<file path="src/rtl/sample_capture_controller.sv">
`default_nettype none
// ============================================================================
// Module      : sample_capture_controller
// Description : Drains the sampler's negedge/posedge FIFOs into sample_ram.
//               Round-robin FIFO arbitration, masked trigger detection, and
//               a programmable number of stored words after the trigger.
// Revision    : 1.0 - initial release
// ============================================================================
module sample_capture_controller #(
    parameter int ADDR_WIDTH = 16,
    parameter int DATA_WIDTH = 32
) (
    input  logic                  clock,
    input  logic                  reset,
    input  logic                  start,
    input  logic                  stop,
    input  logic [ADDR_WIDTH-1:0] capture_length,
    input  logic [DATA_WIDTH-1:0] trigger_mask,
    input  logic [DATA_WIDTH-1:0] trigger_value,
    input  logic                  negedge_empty,
    input  logic                  posedge_empty,
    input  logic                  negedge_full,
    input  logic                  posedge_full,
    input  logic [DATA_WIDTH-1:0] fifo_data,
    output logic                  negedge_read_enable,
    output logic                  posedge_read_enable,
    output logic [ADDR_WIDTH-1:0] ram_address,
    output logic [DATA_WIDTH-1:0] ram_data,
    output logic                  ram_wren,
    output logic                  busy,
    output logic                  triggered,
    output logic                  done,
    output logic                  overflow,
    output logic [ADDR_WIDTH:0]   word_count
);

    typedef enum logic [1:0] {
        S_IDLE    = 2'd0,
        S_ARMED   = 2'd1,
        S_CAPTURE = 2'd2,
        S_DONE    = 2'd3
    } state_t;

    // A programmed length of 0 stands for the whole address space.
    localparam logic [ADDR_WIDTH:0]   c_full_length = {1'b1, {ADDR_WIDTH{1'b0}}};
    localparam logic [ADDR_WIDTH:0]   c_count_one   = {{ADDR_WIDTH{1'b0}}, 1'b1};
    localparam logic [ADDR_WIDTH-1:0] c_addr_one    = {{(ADDR_WIDTH-1){1'b0}}, 1'b1};

    state_t r_state;
    logic   r_last_posedge;   // 1: posedge FIFO was served last
    logic   r_d_valid;        // fifo_data holds a freshly popped word this cycle
    logic   r_stop_req;       // stop seen, waiting for the pipeline to drain
    logic   r_final;          // the word now heading to RAM closes the capture

    logic                w_read_active;
    logic                w_match;
    logic                w_store;
    logic                w_stop;
    logic                w_last_word;
    logic                w_issue;
    logic                w_pick_posedge;
    logic                w_start_ok;
    logic                w_finish;
    logic [ADDR_WIDTH:0] w_eff_length;

    assign w_eff_length   = (capture_length == '0) ? c_full_length : {1'b0, capture_length};
    assign w_read_active  = negedge_read_enable | posedge_read_enable;
    assign w_match        = ((fifo_data ^ trigger_value) & trigger_mask) == '0;
    // Stage D: a captured word is stored in CAPTURE, or in ARMED when it triggers.
    assign w_store        = r_d_valid & ((r_state == S_CAPTURE) | ((r_state == S_ARMED) & w_match));
    assign w_stop         = stop | r_stop_req;
    assign w_last_word    = (word_count + c_count_one) == w_eff_length;
    // Prefer the FIFO not served last when both hold data.
    assign w_pick_posedge = posedge_empty ? 1'b0 : (negedge_empty ? 1'b1 : ~r_last_posedge);
    // One read in flight at most; no read once the final word is known.
    assign w_issue        = busy & ~w_stop & ~w_read_active & ~r_final
                          & ~(w_store & w_last_word)
                          & (~negedge_empty | ~posedge_empty);
    assign w_start_ok     = start & ~stop & ~busy;
    // Leave the busy states once the closing write retires, or on stop with
    // nothing left that still has to reach the RAM.
    assign w_finish       = (ram_wren & r_final) | (w_stop & ~w_read_active & ~w_store);

    // Capture sequencer: read issue, trigger evaluation, RAM write and state.
    always_ff @(posedge clock) begin
        if (reset) begin
            r_state             <= S_IDLE;
            r_last_posedge      <= 1'b1;
            r_d_valid           <= 1'b0;
            r_stop_req          <= 1'b0;
            r_final             <= 1'b0;
            negedge_read_enable <= 1'b0;
            posedge_read_enable <= 1'b0;
            ram_address         <= '0;
            ram_data            <= '0;
            ram_wren            <= 1'b0;
            busy                <= 1'b0;
            triggered           <= 1'b0;
            done                <= 1'b0;
            overflow            <= 1'b0;
            word_count          <= '0;
        end else begin
            negedge_read_enable <= w_issue & ~w_pick_posedge;
            posedge_read_enable <= w_issue & w_pick_posedge;
            if (w_issue) begin
                r_last_posedge <= w_pick_posedge;
            end
            r_d_valid <= w_read_active;

            ram_wren <= w_store;
            if (w_store) begin
                ram_data <= fifo_data;
            end
            if (ram_wren) begin
                ram_address <= ram_address + c_addr_one;
                word_count  <= word_count + c_count_one;
            end

            if (busy && (negedge_full || posedge_full)) begin
                overflow <= 1'b1;
            end
            if (busy && stop) begin
                r_stop_req <= 1'b1;
            end
            if (w_store && (w_last_word || w_stop)) begin
                r_final <= 1'b1;
            end

            case (r_state)
                S_IDLE, S_DONE: begin
                    if (w_start_ok) begin
                        r_state     <= S_ARMED;
                        busy        <= 1'b1;
                        done        <= 1'b0;
                        ram_address <= '0;
                        word_count  <= '0;
                        triggered   <= 1'b0;
                        overflow    <= 1'b0;
                        r_stop_req  <= 1'b0;
                        r_final     <= 1'b0;
                    end
                end
                S_ARMED, S_CAPTURE: begin
                    if ((r_state == S_ARMED) && w_store) begin
                        r_state   <= S_CAPTURE;
                        triggered <= 1'b1;
                    end
                    if (w_finish) begin
                        r_state    <= S_DONE;
                        busy       <= 1'b0;
                        done       <= 1'b1;
                        r_stop_req <= 1'b0;
                        r_final    <= 1'b0;
                    end
                end
                default: begin
                    r_state <= S_IDLE;
                end
            endcase
        end
    end

endmodule
`default_nettype wire
</file>
<file path="config.mk">
export PLATFORM = sky130hd
export DESIGN_NAME = sample_capture_controller
export DESIGN_NICKNAME = d
export VERILOG_FILES = /design/src/rtl/sample_capture_controller.sv
export SDC_FILE = /design/constraint.sdc
export NUM_CORES = 1
export LEC_CHECK = 0
export BUFFER_PORTS_ARGS = -buffer_cell sky130_fd_sc_hd__buf_4
export CAP_MARGIN = 20
export CORE_MARGIN = 8
export CORE_UTILIZATION = 49
export CTS_BUF_LIST = sky130_fd_sc_hd__clkbuf_2
export DETAILED_ROUTE_END_ITERATION = 12
export PLACE_DENSITY = 0.81
export REMOVE_ABC_BUFFERS = 1
export SLEW_MARGIN = 10
export SYNTH_ARGS = -nofsm -noshare
export SYNTH_HDL_FRONTEND = slang
export SYNTH_SLANG_ARGS = --single-unit
</file>
<file path="constraint.sdc">
create_clock -name clock -period 2.9 [get_ports clock]
set_clock_uncertainty 0.05 [all_clocks]
set_input_delay 0.58 -clock clock [delete_from_list [all_inputs] [get_ports clock]]
set_output_delay 0.58 -clock clock [all_outputs]
set_load 0.05 [all_outputs]
</file>
==> results.yml, run 1 <==
routing:
  via_count: 4152
  routed_wl_mm: 13.05
  post_drt_wl_per_cell_um: 16.95
  viasPerCell: 5.392
  firstDrtPassIters: 4
  drt_iter0_markers: 163
  drc_errors: 0
  detail-route-antenna-nets: 0
sta:
  maxSlewHeadroom_pct: 64.10
  hold_viol_final: 0
  tightest_slew_ns: 0.5385
  post-route-min-period_ns: 2.582
  max_freq_mhz: 387.3
  fin_hold_ws_ns: 0.2517
  rsz0062_at_grt: "false"
  maxSlewViolCount: 0
  finalCritPeriodShare_pct: 89.02
  setup_violations: 0
worst_setup_path:
  cp.depth: 9
  worst_setup_path_end_kind: "flip-flop"
  crit_slowest_cell: "dfxtp_1"
  path_class: "reg2reg"
  reg2reg_slack_ns: 0.32
  ff2ff_path_depth: 9
  r2r-start: "word_count[1]$_SDFF_PP0_"
  crit_chain: "ha_1 -> and4_1 -> nand4_1 -> xnor2_1 -> a211oi_2 -> o311ai_2 -> nor4b_2 -> or3_1 -> nor2b_1"
  max_stage_delay_ns: 0.48
  crit_family: "simple AND/OR/NAND/NOR gates"
  crit_fanout: 8
  critPathBufInv: 0
  cp-start-kind: "flip-flop"
  timing.rr.end: "negedge_read_enable$_SDFF_PP0_"
  crit_path_end: "negedge_read_enable$_SDFF_PP0_"
  crit_arrival_ns: 2.95
  required_ns: 3.27
  crit_start: "word_count[1]$_SDFF_PP0_"
floorplan:
  rows: 33
  fp.dieW_um: 108.6
  dieArea_mm2: 0.01180
  start_util_pct: 50.91
  ios: 192
  core-area_mm2: 0.008258
  die_h_um: 108.6
clock_network:
  cts_tree: "yes"
  clock_latency_ns: 0.50
  h-tree-depth: 3
  clock-sinks: 78
  post_cts_resized: 0
  tritoncts.num_buffers: 9
  clkTransAtPathRegs_ns: 0.22
  postCtsSetupBuffers: 0
  cts_root_buf: "clkbuf_2"
  ctsHoldBuffers: 0
  cts_buffer_depth: 2
worst_hold_path:
  hold_path_class: "in2reg"
logic_synthesis:
  yosysMostFrequentCell: "dfxtp_1"
  synth_flop_cell: "dfxtp_1"
  synth_common_cells: "78 x dfxtp_1, 75 x nor2_1, 60 x xor2_1, 36 x mux2i_1, 24 x nand2_1"
  synth_area_mm2: 0.004204
  syn-instance-count: 473
  yosysTopAreaCell: "dfxtp_1"
  synth.top_cell.area_share_pct: 37.14
  yosysWarnings: 0
  synth-seq-cells: 78
  synth_area_leaders: "dfxtp_1 37%, xor2_1 13%, mux2i_1 8.6%"
  async_reset_ff_share_pct: 0
  synth-edff-count: 0
  syn_area_per_cell_um2: 8.888
  seq_area_frac_synth_pct: 37.14
  ys_types: 55
grt:
  grt_pass1_wl_mm: 20.49
  grt_pass1_vias: 4257
  grt_max_degree: 40
  grt_antenna_before_repair: 0
  grt.total_usage_pct: 21.56
  grt_remaining_overflow: 0
status:
  outcome: "finished, final reports clean"
layout:
  nFillCells: 654
  layout.nets: 784
  utilization_pct: 70.27
  drive_gt1_share_pct: 34.44
  area_growth_pct: 38.04
  antenna_cells: 0
placement:
  hpwlAfterDp_mm: 10.57
  gp_congestion: 0.8857
  portBuffers: 191
power:
  leakagePower_uw: 0.002808
  ir_drop_mv: 0.2927
  power_density_mw_per_mm2: 412.7
flow_run:
  drv_cap: 0
-- through the flow --
step	setup slack (ns)	area [µm²]	setup TNS [ns]	instances	total power, µW
floorplan	-0.3192	4083	-4.714	453	1540
CTS	0.3157	5803	0	770	2418
global route	0.05351	5803	0	770	2511
detailed placement	0.2141	5689	0	754	1822
global placement	0.3202	5689	0	754	1802
finish	0.3183	5803	0	770	2395
-- worst min path at each step --
stage | startpoint | endpoint | slack (ns) | depth (start not counted)
4_1_cts | fifo_data[0] | ram_data[0]$_SDFFE_PP0P_ | 0.19 | 3
3_5_place_dp | overflow$_SDFF_PP0_ | overflow$_SDFF_PP0_ | 0.40 | 2
5_1_grt | fifo_data[0] | ram_data[0]$_SDFFE_PP0P_ | 0.18 | 3
6_report | fifo_data[0] | ram_data[0]$_SDFFE_PP0P_ | 0.25 | 3
2_1_floorplan | r_state[0]$_SDFFE_PP0P_ | r_state[0]$_SDFFE_PP0P_ | 0.40 | 2
3_3_place_gp | overflow$_SDFF_PP0_ | overflow$_SDFF_PP0_ | 0.39 | 2
-- worst reg2reg max path, stage by stage, from the launching register on --
cell and delay (ns):
dfxtp_1 0.48, ha_1 0.34, and4_1 0.35, nand4_1 0.14, xnor2_1 0.18, a211oi_2 0.23, o311ai_2 0.16, nor4b_2 0.37
or3_1 0.18, nor2b_1 0.04
-- cell families (layout without fill, tap and decap cells) --
logic type                 Yosys count  count (layout)  share of synthesized area (%)
AOI/OAI and AO/OA                   65              65                          10.60
DFF                                 78              78                          37.14
and+or+nand+nor                    180             180                          22.35
muxes                               37              37                          8.839
adders and majority gates            4               4                          1.191
xor gates and xnor gates            76              76                          15.83
buffers and inverters               33             225                          4.048
-- final cells by class --
class | instances | area (µm²) | share of cell area [%]
tap | 105 | 131.4 | 2.264
multi-input combinational | 362 | 2476 | 42.67
clock inverter | 5 | 58.81 | 1.013
timing repair buffer | 196 | 1471 | 25.36
inverter | 13 | 48.80 | 0.8409
clock buffer | 11 | 55.05 | 0.9487
sequential | 78 | 1562 | 26.91
-- sequential cells by signal, summed over array words and instances, names as in the netlist --
register,count
r_last_posedge,1
r_d_valid,1
busy,1
done,1
ram_data,32
r_stop_req,1
triggered,1
r_final,1
ram_address,16
posedge_read_enable,1
ram_wren,1
r_state,2
word_count,17
negedge_read_enable,1
overflow,1
-- layout by cell type (no fill, tap or decap), types with 12 or more instances in the layout --
cell | Yosys | routed
dfxtp_1 | 78 | 78
nand2_1 | 24 | 24
mux2i_1 | 36 | 36
nand4_1 | 17 | 17
a21oi_1 | 14 | 14
buf_4 | 3 | 196
nand3_1 | 13 | 13
o21ai_0 | 12 | 12
inv_1 | 13 | 13
xnor2_1 | 16 | 16
nor2_1 | 75 | 75
a22oi_1 | 15 | 15
xor2_1 | 60 | 60
-- power breakdown --
group / total, µW / internal (µW) / switching (µW) / leakage, µW
combinational: 652 / 286 / 366 / 0.00211
clock: 591 / 207 / 384 / 0.0000686
sequential: 1150 / 1120 / 31.7 / 0.000630
-- metal layers --
metal | GRT usage (%) | vias up | routed length, µm
li1 | - | 2032 | -
met1 | 22.76 | 1940 | 4901
met2 | 37.62 | 168 | 6510
met3 | 10.62 | 12 | 1470
met4 | 5.376 | 0 | 165
met5 | 0 | - | 0
Note: power is estimated with default switching activity, not from simulation.
==> run 2: changes to the inputs <==
Settings changed: CORE_ASPECT_RATIO set to 1.1.
==> run 2 against run 1 <==
First-iteration DRC count up 20%. Non-clock buffer count unchanged. Design area up 0.56%. Register-to-register slack worse by 0.05 ns. Power up 4.6%. Final cell count up 0.65%. Fmax down 2.1%. Critical path depth unchanged. Worst hold slack better by 0.0049 ns. Critical path type unchanged. Largest cell class unchanged.
==> results.yml, run 2 (synthesized netlist as in run 1, its figures left out) <==
status:
  outcome: "finished, final reports clean"
flow_run:
  drv_cap: 0
layout:
  utilization_pct: 69.77
  layout.nets: 784
  final_cell_mix: "196 x buf_4, 78 x dfxtp_1, 75 x nor2_1, 60 x xor2_1, 36 x mux2i_1"
  antenna_cells: 0
  largestRegisters: "ram_data (32), word_count (17), ram_address (16)"
  layout_commonest_cell: "buf_4"
  regMostFlops: "ram_data"
  area_growth_pct: 38.81
  largest_reg_flops: 32
  drive_gt1_share_pct: 34.34
power:
  ir_drop_mv: 0.2860
  leakagePower_uw: 0.002818
  power_density_mw_per_mm2: 429.3
clock_network:
  h-tree-depth: 3
  post_cts_resized: 0
  cts_tree: "yes"
  clock-sinks: 78
  cts_root_buf: "clkbuf_2"
  ctsHoldBuffers: 0
  tritoncts.num_buffers: 9
  postCtsSetupBuffers: 0
  cts_buffer_depth: 2
  clkTransAtPathRegs_ns: 0.24
  clock_latency_ns: 0.49
routing:
  drc_errors: 0
  firstDrtPassIters: 4
  drt_iter0_markers: 195
  post_drt_wl_per_cell_um: 17.06
  detail-route-antenna-nets: 0
  viasPerCell: 5.368
  routed_wl_mm: 13.22
  via_count: 4160
worst_setup_path:
  required_ns: 3.27
  timing.rr.end: "negedge_read_enable$_SDFF_PP0_"
  path_class: "reg2reg"
  crit_start: "word_count[1]$_SDFF_PP0_"
  crit_path_end: "negedge_read_enable$_SDFF_PP0_"
  crit_fanout: 8
  reg2reg_slack_ns: 0.26
  cp-start-kind: "flip-flop"
  crit_arrival_ns: 3.01
  worst_setup_path_end_kind: "flip-flop"
  r2r-start: "word_count[1]$_SDFF_PP0_"
  ff2ff_path_depth: 9
floorplan:
  dieArea_mm2: 0.01180
  rows: 35
  core-area_mm2: 0.008364
  die_h_um: 113.1
  ios: 192
  start_util_pct: 50.26
  fp.dieW_um: 104.3
placement:
  portBuffers: 191
  gp_congestion: 0.9111
  hpwlAfterDp_mm: 10.73
sta:
  setup_tns_ns: 0
  setup_violations: 0
  hold_viol_final: 0
  maxSlewViolCount: 0
  rsz0062_at_grt: "false"
  tightest_slew_ns: 0.5510
  finalCritPeriodShare_pct: 90.89
  maxSlewHeadroom_pct: 63.27
  max_freq_mhz: 379.4
  post-route-min-period_ns: 2.636
grt:
  grt.total_usage_pct: 21.68
  grt_remaining_overflow: 0
  grt_antenna_before_repair: 0
  grt_pass1_wl_mm: 21.02
  grt_max_degree: 40
  grt_pass1_vias: 4358
worst_hold_path:
  hold_path_class: "in2reg"
==> run 2: worst max-delay path: stages, from the launching register on <==
cell,delay (ns)
dfxtp_1,0.51
ha_1,0.37
and4_1,0.37
nand3_1,0.16
mux2i_1,0.16
o22ai_1,0.22
o311ai_2,0.17
nor4b_2,0.35
or3_1,0.17
nor2b_1,0.05
==> run 2: final cells by class <==
type | instances | area [µm²]
well taps | 111 | 138.9
multi-input cells | 362 | 2476
inverters | 13 | 48.80
fillers | 690 | 2529
repair buffers | 196 | 1471
clock inverters | 6 | 93.84
flip-flops and latches | 78 | 1562
clock buffers | 9 | 45.04
==> run 2: metrics by stage <==
stage                     hold WS, ns  power, µW  cells  cell area [µm²]  setup slack [ns]
after global routing           0.1931       2632    775             5836           0.01080
after detailed placement       0.3959       1827    760             5697            0.2486
after CTS                      0.2033       2524    775             5836            0.2801
final                          0.2566       2505    775             5836            0.2642
after global placement         0.3836       1800    760             5697            0.3098
after floorplan                0.3976       1540    453             4083           -0.3192
==> run 2: report_power, final <==
group	internal (µW)	total (µW)	switching (µW)
clock	290	698	408
combinational	287	655	368
sequential	1120	1150	31.4
==> run 2: metal layers <==
layer	global-route usage, %	vias up	wire length (µm)
li1	-	2035	-
met1	23.41	1932	5153
met2	36.32	173	6385
met3	10.40	20	1436
met4	7.440	0	247
met5	0	-	0
==> run 2: worst min path at each step <==
stage / startpoint / to / slack [ns] / depth (start not counted)
floorplan: r_state[0]$_SDFFE_PP0P_ / r_state[0]$_SDFFE_PP0P_ / 0.40 / 2
global placement: overflow$_SDFF_PP0_ / overflow$_SDFF_PP0_ / 0.38 / 2
detailed placement: overflow$_SDFF_PP0_ / overflow$_SDFF_PP0_ / 0.40 / 2
CTS: fifo_data[21] / ram_data[21]$_SDFFE_PP0P_ / 0.20 / 3
global route: fifo_data[28] / ram_data[28]$_SDFFE_PP0P_ / 0.19 / 3
finish: fifo_data[23] / ram_data[23]$_SDFFE_PP0P_ / 0.26 / 3
